$ cat src/rtl/bcd_counter_scan.sv
// Multi-digit BCD counter with selectable tick rate, up/down, pause and load,
// driving a time-multiplexed active-low-anode 7-segment display.
module bcd_counter_scan #(
    parameter int unsigned DIGITS   = 2,
    parameter int unsigned MODULUS  = 60,
    parameter int unsigned DIV0     = 50_000_000,
    parameter int unsigned DIV1     = 25_000_000,
    parameter int unsigned DIV2     = 12_500_000,
    parameter int unsigned DIV3     = 5_000_000,
    parameter int unsigned SCAN_DIV = 50_000
) (
    input  logic                  CLK,
    input  logic                  rst_n,
    input  logic [1:0]            contral,
    input  logic                  en,
    input  logic                  up,
    input  logic                  load,
    input  logic [4*DIGITS-1:0]   load_val,
    output logic [4*DIGITS-1:0]   count,
    output logic                  wrap,
    output logic [6:0]            seg,
    output logic [DIGITS-1:0]     an
);

    localparam int unsigned CW   = 4 * DIGITS;
    localparam int unsigned M01  = (DIV0 > DIV1) ? DIV0 : DIV1;
    localparam int unsigned M23  = (DIV2 > DIV3) ? DIV2 : DIV3;
    localparam int unsigned DMAX = (M01 > M23) ? M01 : M23;
    localparam int unsigned PW   = $clog2(DMAX + 1);
    localparam int unsigned SW   = $clog2(SCAN_DIV + 1);
    localparam int unsigned IW   = (DIGITS > 1) ? $clog2(DIGITS) : 1;

    localparam logic [PW-1:0]     D0M1     = PW'(DIV0 - 1);
    localparam logic [PW-1:0]     D1M1     = PW'(DIV1 - 1);
    localparam logic [PW-1:0]     D2M1     = PW'(DIV2 - 1);
    localparam logic [PW-1:0]     D3M1     = PW'(DIV3 - 1);
    localparam logic [SW-1:0]     SCAN_M1  = SW'(SCAN_DIV - 1);
    localparam logic [IW-1:0]     LAST_IDX = IW'(DIGITS - 1);
    localparam logic [DIGITS-1:0] AN_RST   = ~DIGITS'(1);

    function automatic logic [CW-1:0] to_bcd(input int unsigned v);
        logic [CW-1:0] r;
        int unsigned   x;
        r = '0;
        x = v;
        for (int unsigned i = 0; i < DIGITS; i++) begin
            r[4*i +: 4] = 4'(x % 10);
            x = x / 10;
        end
        return r;
    endfunction

    function automatic logic [6:0] seg7(input logic [3:0] d);
        case (d)
            4'd0:    return 7'b0111111;
            4'd1:    return 7'b0000110;
            4'd2:    return 7'b1011011;
            4'd3:    return 7'b1001111;
            4'd4:    return 7'b1100110;
            4'd5:    return 7'b1101101;
            4'd6:    return 7'b1111101;
            4'd7:    return 7'b0000111;
            4'd8:    return 7'b1111111;
            4'd9:    return 7'b1101111;
            default: return 7'b0000000;
        endcase
    endfunction

    localparam logic [CW-1:0] MAX_BCD = to_bcd(MODULUS - 1);

    logic [1:0]        ctl_q;
    logic [PW-1:0]     presc_q, presc_d;
    logic [CW-1:0]     count_q, count_d;
    logic              wrap_q, wrap_d;
    logic [SW-1:0]     scan_q, scan_d;
    logic [IW-1:0]     idx_q, idx_d;
    logic [DIGITS-1:0] an_q, an_d;
    logic [6:0]        seg_q, seg_d;

    logic [PW-1:0] div_m1;
    logic          chg, tick;
    logic [CW-1:0] inc, dec;
    logic          cy, bw, load_ok;
    logic [3:0]    dig;

    always_comb begin
        case (ctl_q)
            2'b00:   div_m1 = D0M1;
            2'b01:   div_m1 = D1M1;
            2'b10:   div_m1 = D2M1;
            default: div_m1 = D3M1;
        endcase
    end

    // A pending rate change suppresses the tick and restarts the prescaler.
    assign chg  = (contral != ctl_q);
    assign tick = !chg && (presc_q >= div_m1);

    always_comb begin
        presc_d = presc_q;
        if (chg || load)
            presc_d = '0;
        else if (en)
            presc_d = (presc_q >= div_m1) ? '0 : presc_q + PW'(1);
    end

    always_comb begin
        inc = count_q;
        dec = count_q;
        cy  = 1'b1;
        bw  = 1'b1;
        for (int unsigned i = 0; i < DIGITS; i++) begin
            if (cy) begin
                if (count_q[4*i +: 4] == 4'd9) begin
                    inc[4*i +: 4] = 4'd0;
                end else begin
                    inc[4*i +: 4] = count_q[4*i +: 4] + 4'd1;
                    cy = 1'b0;
                end
            end
            if (bw) begin
                if (count_q[4*i +: 4] == 4'd0) begin
                    dec[4*i +: 4] = 4'd9;
                end else begin
                    dec[4*i +: 4] = count_q[4*i +: 4] - 4'd1;
                    bw = 1'b0;
                end
            end
        end
    end

    // Valid BCD compares like binary, so the range check is a plain vector compare.
    always_comb begin
        load_ok = 1'b1;
        for (int unsigned i = 0; i < DIGITS; i++) begin
            if (load_val[4*i +: 4] > 4'd9)
                load_ok = 1'b0;
        end
        if (load_val > MAX_BCD)
            load_ok = 1'b0;
    end

    always_comb begin
        count_d = count_q;
        wrap_d  = 1'b0;
        if (load) begin
            count_d = load_ok ? load_val : '0;
        end else if (tick && en) begin
            if (up) begin
                if (count_q == MAX_BCD) begin
                    count_d = '0;
                    wrap_d  = 1'b1;
                end else begin
                    count_d = inc;
                end
            end else begin
                if (count_q == '0) begin
                    count_d = MAX_BCD;
                    wrap_d  = 1'b1;
                end else begin
                    count_d = dec;
                end
            end
        end
    end

    always_comb begin
        scan_d = scan_q + SW'(1);
        idx_d  = idx_q;
        if (scan_q >= SCAN_M1) begin
            scan_d = '0;
            idx_d  = (idx_q >= LAST_IDX) ? '0 : idx_q + IW'(1);
        end
        dig  = 4'd0;
        an_d = '1;
        for (int unsigned i = 0; i < DIGITS; i++) begin
            if (IW'(i) == idx_d) begin
                dig     = count_q[4*i +: 4];
                an_d[i] = 1'b0;
            end
        end
        seg_d = seg7(dig);
    end

    always_ff @(posedge CLK or negedge rst_n) begin
        if (!rst_n) begin
            ctl_q   <= 2'b00;
            presc_q <= '0;
            count_q <= '0;
            wrap_q  <= 1'b0;
            scan_q  <= '0;
            idx_q   <= '0;
            an_q    <= AN_RST;
            seg_q   <= 7'b0111111;
        end else begin
            ctl_q   <= contral;
            presc_q <= presc_d;
            count_q <= count_d;
            wrap_q  <= wrap_d;
            scan_q  <= scan_d;
            idx_q   <= idx_d;
            an_q    <= an_d;
            seg_q   <= seg_d;
        end
    end

    assign count = count_q;
    assign wrap  = wrap_q;
    assign seg   = seg_q;
    assign an    = an_q;

endmodule

$ cat config.mk
export PLATFORM = sky130hd
export DESIGN_NAME = bcd_counter_scan
export DESIGN_NICKNAME = d
export VERILOG_FILES = /design/src/rtl/bcd_counter_scan.sv
export SDC_FILE = /design/constraint.sdc
export NUM_CORES = 1
export LEC_CHECK = 0
export CAP_MARGIN = 20
export CELL_PAD_IN_SITES_DETAIL_PLACEMENT = 1
export CELL_PAD_IN_SITES_GLOBAL_PLACEMENT = 1
export CORE_ASPECT_RATIO = 1.2
export CORE_MARGIN = 2
export CORE_UTILIZATION = 45
export CTS_BUF_LIST = sky130_fd_sc_hd__clkbuf_16
export DETAILED_ROUTE_END_ITERATION = 12
export PLACE_DENSITY_LB_ADDON = 0.1
export SYNTH_ARGS = -nofsm -noshare
export SYNTH_HDL_FRONTEND = slang
export SYNTH_SLANG_ARGS = --single-unit
$ cat constraint.sdc
create_clock -name CLK -period 3.5 [get_ports CLK]
set_clock_uncertainty 0.05 [all_clocks]
set_input_delay 0.875 -clock CLK [delete_from_list [all_inputs] [get_ports CLK]]
set_output_delay 0.875 -clock CLK [all_outputs]
set_load 0.02 [all_outputs]
==> run_results.csv, run 1 <==
group,metric,value,unit
synth,synthAdderAreaFrac,6.78,%
sta,hold_viol_final,0,
detailed_routing,drt_iter0_markers,135,
detailed_routing,num_vias,4202,
pwr,powerDensity,383,mW/mm²
detailed_routing,wl,12.6,mm
synth,synth_top_flop_cell,"dfrtp_1",
worst_hold_path,hold_path.class,"flop to flop",
clocking,clock_path_buffers,2,
sta,fin_crit,3.20,ns
worst_setup_path,end_kind,"flop",
synth,ys_ff_latch,62,
synth,synth_compound_gate_area_share,24.1,%
floorplanning,rows,39,
synth,syn_inst,521,
synth,synth.distinct_cells,75,
global_route,grt_first_pass_wirelength,21.7,mm
global_route,gr-usage-all-layers,25.7,%
layout,areaGrowthSynthToFinish,17.8,%
synth,yosysWarnings,0,
synth,postSynthAreaPerCell,8.50,µm²
place,gp_congestion,0.845,
sta,worst_pin_slew,0.715,ns
detailed_routing,via_per_inst,6.24,
worst_setup_path,critPathLaunchType,"flop",
layout,final_common_cell,"nand2_1",
synth,synth-simple-area-share,24.6,%
synth,ys_seq_area_share,35.2,%
global_route,grt_max_degree,35,
floorplanning,core,0.00956,mm²
sta,finalMaxSlewViolations,0,
clocking,cts_tree,"built",
clocking,clock_sinks,62,
detailed_routing,route.detailed.drc,0,
clocking,postCtsHoldBufs,0,
place,dp_hpwl,8.71,mm
detailed_routing,first_pass_iters,4,
clocking,ctsRootBufferMaster,"clkbuf_16",
synth,synthArstFlopShare,100,%
worst_setup_path,crit_type,"flop to flop",
sta,max_slew_margin,52.3,%
clocking,worstSkewPairLatency,0.34,ns
layout,final_area,0.00521,mm²
place,placed_area,0.00489,mm²
floorplanning,io_pins,33,
clocking,cts_resized,0,
layout,final_cell_mix,"nand2_1, dfrtp_1, nor2_1",
synth,synth_top_family_by_area,"simple AND/OR/NAND/NOR gates",
job,drv_cap,0,
place,port_buffers,32,
floorplanning,start_util,46.3,%
synth,synth_top_area_share,31.1,%
clocking,cts_buffers,9,
global_route,overflow,0,
worst_setup_path,path_max_fanout,14,
worst_setup_path,cp_data_arrival_time,3.38,ns
floorplanning,dieArea,0.0106,mm²
layout,drive_above_1_share,10.4,%
clocking,ctsHtreeMaxLevel,3,
sta,fin_crit_sh,91.4,%
synth,synth-edff-count,0,
clocking,clk_pin_slew,0.06,ns
sta,setup-violations-final,0,
floorplanning,die_h,113,µm
layout,diodes,0,
pwr,p_total,0.00199,W
sta,finalSetupTns,0,ns
synth,postSynthNetCount,560,
synth,synth_xor_area_share,3.76,%
synth,syn-cell-area,0.00443,mm²
detailed_routing,ant_nets,0,
clocking,postCtsSetupRepairBufs,0,
global_route,antenna_found_initial,0,
pwr,peakVddDrop,255,µV
sta,rsz0062_at_grt,"no",
detailed_routing,detail_route.wl_per_cell,18.7,µm
global_route,grt_pass1_vias,4426,
synth,synth_area_leaders,"dfrtp_1, ha_1, nand2_1",
layout,finalNetCount,584,
floorplanning,die_w,94.5,µm
sta,fmax,313,MHz
worst_setup_path,cp.required,3.68,ns
pwr,power_leakage,2.17,nW
sta,whs,0.426,ns
synth,synth_top_area_cell,"dfrtp_1",
status,status,"finished, final reports clean",
synth,synth_mux_area_share,0.339,%
[layer usage]
metal,global-route usage [%],up-vias,routed length [µm]
met2,44.0,69,6420
met1,31.6,2125,5610
li1,-,1984,-
met5,0,-,0
met3,5.57,24,292
met4,9.18,0,249
[stage by stage]
stage	setup WS [ns]	util, %	cells
2_1_floorplan	0.807	-	521
3_3_place_gp	0.457	51.1	657
3_5_place_dp	0.369	51.1	657
4_1_cts	0.346	54.5	673
5_1_grt	0.111	54.5	673
6_report	0.302	54.5	673
[worst max-delay path, stage by stage (launching register included)]
cell and delay (ns):
dfrtp_1 0.56, nor2_1 0.27, inv_1 0.15, ha_1 0.31, a211oi_1 0.24, o21a_1 0.15, o21ai_0 0.14, a211oi_4 0.56
o21ai_2 0.33, o211ai_1 0.32
[registers in the layout, summed over array words and instances (netlist names)]
register / cells
seg: 7
count: 8
scan_q: 16
an: 2
presc_q: 26
ctl_q: 2
wrap: 1
[worst paths after layout]
check	startpoint	end	slack [ns]	cells past startpoint
worst min-delay path	scan_q[0]$_DFF_PN0_	scan_q[0]$_DFF_PN0_	0.43	1
min in group asynchronous	rst_n	scan_q[11]$_DFF_PN0_	0.53	1
worst min register to register	scan_q[0]$_DFF_PN0_	scan_q[0]$_DFF_PN0_	0.43	1
worst max-delay path	ctl_q[0]$_DFF_PN0_	presc_q[13]$_DFFE_PN0P_	0.30	9
worst max register to register	ctl_q[0]$_DFF_PN0_	presc_q[13]$_DFFE_PN0P_	0.30	9
max in group asynchronous	rst_n	presc_q[17]$_DFFE_PN0P_	2.22	2
[synthesized netlist by cell type (5+ instances only)]
library cell,count
a21oi_1,17
and2_1,8
and3_1,5
buf_2,10
clkbuf_1,17
dfrtp_1,55
dfstp_2,7
ha_1,24
inv_1,20
nand2_1,75
nand3_1,28
nand4_1,9
nor2_1,39
nor2b_1,5
nor3_1,19
o211ai_1,21
o21a_1,8
o21ai_0,10
o21ai_1,7
o221ai_1,16
o31ai_1,7
xnor2_1,8
xor2_1,11
[cell families after synthesis]
kind of cell / count (synthesis)
buf+inv: 54
xor+xnor: 19
fa+ha+maj: 24
mux: 1
simple gates: 220
flops: 62
compound gates: 141
[power breakdown]
group	switching, W	internal [W]	total (W)
clock network	0.000354	0.000625	0.000979
logic	0.000139	0.000105	0.000244
registers	0.0000293	0.000742	0.000771
[final cells by class]
cell class                      count  area (µm²)
Clock buffer                        9         225
Clock inverter                      7        97.6
Fill cell                        1154        4350
Inverter                           21        78.8
Multi-Input combinational cell    405        2660
Sequential cell                    62        1560
Tap cell                          123         154
Timing Repair Buffer               46         433
Power figures use the tool's default switching activity.
==> run 2, diff against run 1 <==
Settings changed: CORE_MARGIN 2 to 5, CTS_CLUSTER_DIAMETER from default to 150, DONT_BUFFER_PORTS from default to 1.
==> run_results.csv, run 2 (synthesized netlist as in run 1, its figures left out) <==
group,metric,value,unit
pwr,clkPwrFrac,48.4,%
pwr,powerDensity,377,mW/mm²
place,gp_congestion,0.874,
floorplanning,die_w,101,µm
detailed_routing,wl,12.6,mm
sta,fmax,314,MHz
sta,fin_crit,3.19,ns
detailed_routing,detail_route.wl_per_cell,19.8,µm
floorplanning,die_h,119,µm
job,drv_cap,0,
status,status,"finished, final reports clean",
clocking,ctsRootBufferMaster,"clkbuf_16",
worst_setup_path,crit_type,"flop to flop",
sta,max_slew_margin,45.3,%
clocking,worstSkewPairLatency,0.34,ns
pwr,internal_power,0.00134,W
clocking,clock_path_buffers,2,
sta,worst_pin_slew,0.815,ns
layout,layout.cells.non_filler,636,
detailed_routing,ant_nets,0,
worst_setup_path,critPathLaunchType,"flop",
place,port_buffers,0,
floorplanning,io_pins,33,
pwr,p_comb_share,8.0,%
detailed_routing,via_per_inst,6.40,
layout,final_cell_mix,"nand2_1, dfrtp_1, nor2_1",
clocking,clk_pin_slew,0.06,ns
sta,finalSetupTns,0,ns
global_route,grt_first_pass_wirelength,20.9,mm
layout,diodes,0,
pwr,p_sw,0.000478,W
clocking,postCtsSetupRepairBufs,0,
worst_setup_path,worst-r2r-setup-slack,0.31,ns
sta,whs,0.174,ns
global_route,antenna_found_initial,0,
layout,finalNetCount,547,
worst_hold_path,hold_path.class,"primary input to asynchronous set/reset pin",
worst_setup_path,path_max_fanout,19,
global_route,overflow,0,
pwr,p_seq_share,43.6,%
layout,top_register,"presc_q",
layout,areaGrowthSynthToFinish,9.02,%
layout,final_common_cell,"nand2_1",
floorplanning,rows,39,
worst_setup_path,end_kind,"flop",
pwr,p_total,0.00182,W
sta,hold_viol_final,0,
worst_setup_path,cp.required,3.70,ns
layout,drive_above_1_share,9.55,%
clocking,clock_sinks,62,
pwr,peakVddDrop,224,µV
clocking,postCtsHoldBufs,0,
worst_setup_path,cp_data_arrival_time,3.39,ns
sta,rsz0062_at_grt,"no",
place,dpl.cell_count,620,
pwr,p_sw_share,26.2,%
detailed_routing,route.detailed.drc,0,
sta,setup-violations-final,0,
clocking,cts_tree,"built",
floorplanning,start_util,46.3,%
clocking,cts_resized,0,
detailed_routing,num_vias,4069,
floorplanning,core,0.00956,mm²
detailed_routing,first_pass_iters,4,
global_route,grt_max_degree,63,
clocking,ctsHtreeMaxLevel,3,
floorplanning,dieArea,0.0119,mm²
global_route,grt_pass1_vias,4113,
sta,fin_crit_sh,91.1,%
clocking,cts_buffers,9,
global_route,gr-usage-all-layers,21.8,%
detailed_routing,drt_iter0_markers,151,
sta,finalMaxSlewViolations,0,
place,dp_hpwl,8.81,mm
pwr,power_leakage,2.01,nW
layout,largest_reg_flops,26,
[run 2: changes by cell type in the layout (fill, tap and decap cells not counted), moves of 2 or more]
cell             previous run  this run
clkinv_4                    2         0
inv_1                      20        23
clkdlybuf4s50_1            31         0
buf_4                      13         9
[run 2: path summary, 6_finish.rpt]
check	startpoint	end	cells after the start
worst max register to register	ctl_q[0]$_DFF_PN0_	presc_q[23]$_DFFE_PN0P_	9
max in group asynchronous	rst_n	seg[1]$_DFF_PN1_	0
worst min register to register	scan_q[0]$_DFF_PN0_	scan_q[0]$_DFF_PN0_	1
worst max-delay path	ctl_q[0]$_DFF_PN0_	presc_q[23]$_DFFE_PN0P_	9
worst min-delay path	rst_n	scan_q[5]$_DFF_PN0_	0
min in group CLK	scan_q[0]$_DFF_PN0_	scan_q[0]$_DFF_PN0_	1
[run 2: per-layer routing]
metal / global-route usage [%] / part of all wire [%]
met5: 0 / 0
met4: 9.35 / 2.9
met3: 4.18 / 3.2
met2: 37.6 / 52
met1: 26.1 / 42
[run 2: power groups by stage]
stage	clock network, W	logic [W]	registers [W]
2_1_floorplan	0	0.000124	0.000790
3_3_place_gp	0	0.000138	0.000805
3_5_place_dp	0	0.000144	0.000807
4_1_cts	0.000898	0.000147	0.000795
5_1_grt	0.000924	0.000162	0.000798
6_report	0.000882	0.000146	0.000794
[run 2: layout make-up]
type                       instances  area, µm²
clock buffer                       9        225
clock inverter                     7       60.1
fill                            1148       4740
inverter                          21       78.8
multi-input combinational        405       2680
sequential                        62       1560
tap                              123        154
timing repair buffer               9       67.6
[run 2: stage by stage]
| step | util, % | instance area [µm²] | setup slack (ns) |
|---|---|---|---|
| 2_1_floorplan | - | 4430 | 0.807 |
| 3_3_place_gp | 47.4 | 4530 | 0.425 |
| 3_5_place_dp | 47.4 | 4530 | 0.326 |
| 4_1_cts | 50.4 | 4820 | 0.293 |
| 5_1_grt | 50.5 | 4830 | 0.0430 |
| 6_report | 50.5 | 4830 | 0.311 |
[run 2: worst max-delay path, cell delays in order (launching register included)]
cell and delay, ns:
dfrtp_1 0.55, nor2_1 0.27, inv_1 0.13, ha_1 0.32
a211oi_1 0.24, o21a_1 0.14, o21ai_0 0.13, a211oi_4 0.71
o21ai_2 0.30, o211ai_1 0.25
==> run 3, diff against run 2 <==
Settings changed: SKIP_CTS_REPAIR_TIMING from default to 1.
==> results of run 3 <==
Final layout, timing and power as in run 2 (identical DEF).
==> patch 1, RTL diff (config.mk and constraints of run 2) <==
Change the parameter `DIV3` from 5_000_000 to 10_000_000.
--- a/src/rtl/bcd_counter_scan.sv
+++ b/src/rtl/bcd_counter_scan.sv
@@ -6,7 +6,7 @@
     parameter int unsigned DIV0     = 50_000_000,
     parameter int unsigned DIV1     = 25_000_000,
     parameter int unsigned DIV2     = 12_500_000,
-    parameter int unsigned DIV3     = 5_000_000,
+    parameter int unsigned DIV3     = 10_000_000,
     parameter int unsigned SCAN_DIV = 50_000
 ) (
     input  logic                  CLK,
Formal check against the unedited RTL: no difference found for any inputs over 10 cycles, from zero or initial values and one cycle with rst_n low; that may be too few to reach the edited logic, so the function may still have changed.
==> patch 1 against run 2 <==
Final area is 2.1% lower. Global-route usage is 0.21 points higher. Sequential share of layout area is 0.68 points higher. Maximum frequency down 2.2%. Final cell count shrank 5.3%. Core utilization shrank 0.28 points. Synthesized area fell by 3.6%. Sequential cell count unchanged. Setup slack lost 0.071 ns. Largest cell class unchanged. Routed wire length fell by 5.2%.
Power is not compared: it rests on default switching activity, and its combinational part moved more than twofold at a synthesized area within 25%.
==> patch 1: results (changes against run 2) <==
- Outcome: complete, no violations
- Total CTS buffers: 9 (unchanged)
- Origin of the critical flop-to-flop path: ctl_q[1]$_DFF_PN0_
- Crit path to: count[6]$_DFFE_PN0P_
- Synth area leaders: dfrtp_1, ha_1, dfstp_2
- Largest net degree at the start of global routing: 63 (unchanged)
- Top post-synthesis cells by count: dfrtp_1, nor2_1, nand2_1
- Leak: 2.054 nW
- Sw Ratio: 31.30%
- Worst Tran Pin Value: 1.032 ns (+0.2170 ns)
- H-Tree Depth: 3 (unchanged)
- DRT Pass-1 Iters: 4 (unchanged)
- Clock slew seen by the registers of the worst setup and hold paths: 0.06 ns (about the same)
- First-pass GRT wire length: 20.00 mm (-4.5%)
- Largest reg by FF count: presc_q
- Clk root buf: clkbuf_16
- Clock tree buffer depth: 2 (unchanged)
- Post_cts resized: 0 (unchanged)
- WHS: 0.1848 ns (+0.01106 ns)
- Post-synthesis sequential area ratio: 36.55% (+1.3 points)
- Initial DRC count: 107 (-29%)
- Reg2Reg Depth: 10 (+1)
- Wire length per cell after detailed routing: 19.79 um (+0.18%)
- Detail Placement HPWL: 8.479 mm (-3.7%)
- Ys async rst share: 100.0% (unchanged)
- Combinational share of power: 15.7%
- VDD IR max: 0.0002480 V
- Clk Latency, worst-skew pair: 0.34 ns (about the same)
- Port Buffers: 0 (unchanged)
- Crit path DAT: 3.44 ns (+0.05 ns)
- Netlist cell types: 71 (-5.3%)
- Initial antenna violation count: 0 (unchanged)
- Yosys warning total: 0 (unchanged)
- Power Clock: 0.911 mW
- Share of cells above drive strength 1: 11.48% (+1.9 points)
- Vias in the first global route: 3914 (-4.8%)
- Antenna diodes: 0 (unchanged)
- Overall Global Routing Usage: 22.00% (+0.21 points)
- Worst R2R Setup Slack: 0.24 ns (-0.07 ns)
- GP Congestion: 0.8271 (-5.3%)
- Syn_nets: 521 (-7.0%)
- Critical Path Start Type: flip-flop
- Drt via density: 6.025 (-5.8%)
- Hold Path Class: in -> async
- Max reg flops: 26 (unchanged)
- Setup Buffers After CTS: 0 (unchanged)
- Synth Instances: 474 (-9.0%)
- Crit Path Max Fanout: 8 (-11)
- Fillcell total: 1101 (-4.1%)
==> patch 1: cell types whose count changed after synthesis, sizes merged, moves of 10 or more <==
cell    before  now
mux2i        0   10
o221ai      16    1
a21oi       18   29
nand2       75   41
o211ai      21    1
==> patch 1: layout make-up <==
type                            instances  share of cell area, %
Tap cell                              123                  3.257
Multi-Input combinational cell        362                  53.46
Sequential cell                        62                  33.02
Inverter                               28                  2.224
Clock buffer                            9                  4.766
Timing Repair Buffer                   11                  1.747
Clock inverter                          7                  1.536
==> patch 1: metrics by stage <==
| stage | instance area [um2] | worst slack [ns] | instances | power, mW |
|---|---|---|---|---|
| after floorplan | 4269 | 0.6491 | 474 | 1.187 |
| after global placement | 4417 | 0.3448 | 586 | 1.269 |
| after detailed placement | 4417 | 0.1844 | 586 | 1.277 |
| after CTS | 4715 | 0.07905 | 602 | 2.202 |
| after global routing | 4726 | 0.02456 | 602 | 2.284 |
| final | 4726 | 0.2396 | 602 | 2.176 |
==> patch 1: cells by family after synthesis <==
| family | synth area share, % |
|---|---|
| AO/OA/AOI/OAI | 17.53 |
| XOR/XNOR | 5.158 |
| AND/OR/NAND/NOR | 23.07 |
| flip-flops | 36.55 |
| buffers and inverters | 4.836 |
| multiplexers | 3.488 |
| adder cells (fa/ha/maj) | 9.379 |
==> patch 1: metal layers <==
layer	wire, um	vias to the layer above	global-route usage (%)	share of wire (%)
met5	0	-	0	0
met4	260	0	7.468	2.2
met3	416	21	5.436	3.5
met2	6311	55	40.68	53
met1	4923	1818	24.68	41
li1	-	1733	-	-
==> patch 1: critical path, cell delays in order (launching register included) <==
cell and delay [ns]:
dfrtp_1 0.48, inv_1 0.15, ha_1 0.22, inv_1 0.09
ha_1 0.29, and3_1 0.21, or3b_2 0.48, a21oi_1 0.45
or3_4 0.30, nand3_2 0.13, a221oi_1 0.30
==> patch 2, RTL diff (config.mk and constraints of run 2) <==
Without the edit above. Register the input `load_val` before use, cleared by the reset. The logic sees it one clock later. The other inputs are not delayed to match.
--- a/src/rtl/bcd_counter_scan.sv
+++ b/src/rtl/bcd_counter_scan.sv
@@ -38,6 +38,16 @@
     localparam logic [IW-1:0]     LAST_IDX = IW'(DIGITS - 1);
     localparam logic [DIGITS-1:0] AN_RST   = ~DIGITS'(1);
 
+    logic [4*DIGITS-1:0] load_val_q;
+
+    always_ff @(posedge CLK or negedge rst_n) begin
+        if (!rst_n) begin
+            load_val_q <= '0;
+        end else begin
+            load_val_q <= load_val;
+        end
+    end
+
     function automatic logic [CW-1:0] to_bcd(input int unsigned v);
         logic [CW-1:0] r;
         int unsigned   x;
@@ -133,10 +143,10 @@
     always_comb begin
         load_ok = 1'b1;
         for (int unsigned i = 0; i < DIGITS; i++) begin
-            if (load_val[4*i +: 4] > 4'd9)
+            if (load_val_q[4*i +: 4] > 4'd9)
                 load_ok = 1'b0;
         end
-        if (load_val > MAX_BCD)
+        if (load_val_q > MAX_BCD)
             load_ok = 1'b0;
     end
 
@@ -144,7 +154,7 @@
         count_d = count_q;
         wrap_d  = 1'b0;
         if (load) begin
-            count_d = load_ok ? load_val : '0;
+            count_d = load_ok ? load_val_q : '0;
         end else if (tick && en) begin
             if (up) begin
                 if (count_q == MAX_BCD) begin
Check against the original RTL: not equivalent (Yosys sat finds a counterexample within 4 cycles, from zero or initial values and one cycle with rst_n low).
==> patch 2 against run 2 <==
Synthesized area shrank 0.45%. Largest cell class unchanged. Non-clock buffer count shrank 4. Total power grew 8.6%. Final area shrank 1.2%. Setup slack gained 0.17 ns. Sequential cell count grew 8. First-iteration DRC count shrank 21%. Routed wire length shrank 13%.
==> patch 2: results (changes against run 2) <==
- Fin crit share: 86.40% (-4.7 points)
- Fin cells: 596 (-6.3%)
- Detail Placement HPWL: 7.798 mm (-11%)
- Total CTS buffers: 9 (unchanged)
- Top_reg_cell synth: dfrtp_1
- First-pass GRT wire length: 18.94 mm (-9.6%)
- DRT Pass-1 Iters: 4 (unchanged)
- Initial DRC count: 120 (-21%)
- Final net count: 507 (-7.3%)
- Initial antenna violation count: 0 (unchanged)
- Clock slew seen by the registers of the worst setup and hold paths: 0.06 ns (about the same)
- Hold Path Class: in -> async
- Vias in the first global route: 3814 (-7.3%)
- Worst R2R Setup Slack: 0.48 ns (+0.17 ns)
- Clock tree buffer depth: 2 (unchanged)
- Worst Tran Pin Value: 0.7002 ns (-0.1150 ns)
- Slowest-stage cell, CP: dfrtp_1
- Netlist cell types: 65 (-13%)
- Leak: 2.026 nW (+0.70%)
- Port Buffers: 0 (unchanged)
- Top post-synthesis cells by count: dfrtp_1, nor2_1, a21oi_1
- Internal Dissipation: 1.464 mW (+8.9%)
- Synth area leaders: dfrtp_1, ha_1, dfstp_2
- Ys async rst share: 100.0% (unchanged)
- Top flop regs: presc_q: 26 flops, scan_q: 16 flops
- VDD IR max: 0.0002066 V (-8.0%)
- Overall Global Routing Usage: 19.36% (-2.4 points)
- Antenna diodes: 0 (unchanged)
- Post_cts resized: 0 (unchanged)
- GP Congestion: 0.8585 (-1.7%)
- Crit Path Max Fanout: 22 (+3)
- Share of cells above drive strength 1: 9.302% (-0.25 points)
- Largest stage delay, worst path: 0.67 ns (-0.04 ns)
- WL final: 10.98 mm (-13%)
- Outcome: complete, no violations
- H-Tree Depth: 3 (unchanged)
- Syn_nets: 517 (-7.7%)
- Pre-CTS WS: 0.4956 ns (+0.1694 ns)
- Placed Cells: 580 (-6.5%)
- Fillcell total: 1129 (-1.7%)
- Post-synthesis sequential area ratio: 39.95% (+4.7 points)
- Syn avg cell area: 9.219 um2 (+8.5%)
- Largest net degree at the start of global routing: 71 (+13%)
- Drt via density: 5.966 (-6.7%)
## patch 2: changes by cell type after synthesis, moves of 6 or more
| cell | change |
|---|---|
| a21oi_1 | +19 |
| o211ai_1 | -19 |
| nand2_1 | -43 |
| and3_1 | +6 |
| mux2i_1 | +18 |
| a22o_1 | +11 |
| o221ai_1 | -15 |
| dfrtp_1 | +8 |
| a21o_1 | +10 |
| nand3_1 | +6 |
| nor3_1 | -14 |
| o21ai_0 | +9 |
## patch 2: layout make-up
cell class	instances	area, um2	area share [%]
tap	123	153.9	3.227
clock buffer	9	225.2	4.722
inverter	23	86.33	1.810
clock inverter	7	75.07	1.574
multi-input combinational	359	2431	50.97
sequential	70	1760	36.91
timing repair buffer	5	37.54	0.7870
## patch 2: logic make-up after synthesis
group	count (synthesis)	synth area share, %
muxes	21	4.855
adders and majority gates	24	6.814
buffers and inverters	49	5.026
AOI/OAI and AO/OA	123	19.25
xor gates and xnor gates	17	3.549
DFF	70	39.95
and+or+nand+nor	174	20.56
## patch 2: worst paths after layout
path | endpoint | cells after the start | start
setup / recovery | presc_q[11]$_DFFE_PN0P_ | 10 | ctl_q[0]$_DFF_PN0_
hold / removal | presc_q[12]$_DFFE_PN0P_ | 0 | rst_n
setup reg to reg | presc_q[11]$_DFFE_PN0P_ | 10 | ctl_q[0]$_DFF_PN0_
hold reg to reg | scan_q[0]$_DFF_PN0_ | 1 | scan_q[0]$_DFF_PN0_
max in group asynchronous | an[1]$_DFF_PN1_ | 0 | rst_n
min in group CLK | scan_q[0]$_DFF_PN0_ | 1 | scan_q[0]$_DFF_PN0_
## patch 2: layer usage
metal | GRT usage, % | share of wire, %
met5 | 0 | 0
met2 | 33.37 | 51
met3 | 3.359 | 2.4
met1 | 24.93 | 46
met4 | 4.971 | 1.2
## patch 2: stage by stage
stage	hold slack, ns	instance area, um2
floorplan	0.3979	4407
global placement	0.4151	4469
detailed placement	0.4387	4469
CTS	0.1763	4770
finish	0.1862	4770
global route	0.1711	4770
## patch 2: power by group through the flow
stage	Combinational (mW)	Sequential, mW	Clock (mW)
after global placement	0.146	0.923	0
final	0.152	0.908	0.917
after CTS	0.154	0.910	0.938
after global routing	0.172	0.914	0.970
after detailed placement	0.152	0.924	0
after floorplan	0.142	0.898	0
## patch 2: critical path, delay by kind of cell (launching register included)
| kind | cells | cell delay, ns |
|---|---|---|
| compound gates | 4 | 0.98 |
| fa+ha+maj | 1 | 0.34 |
| buf+inv | 1 | 0.21 |
| flops | 1 | 0.67 |
| simple gates | 4 | 0.66 |
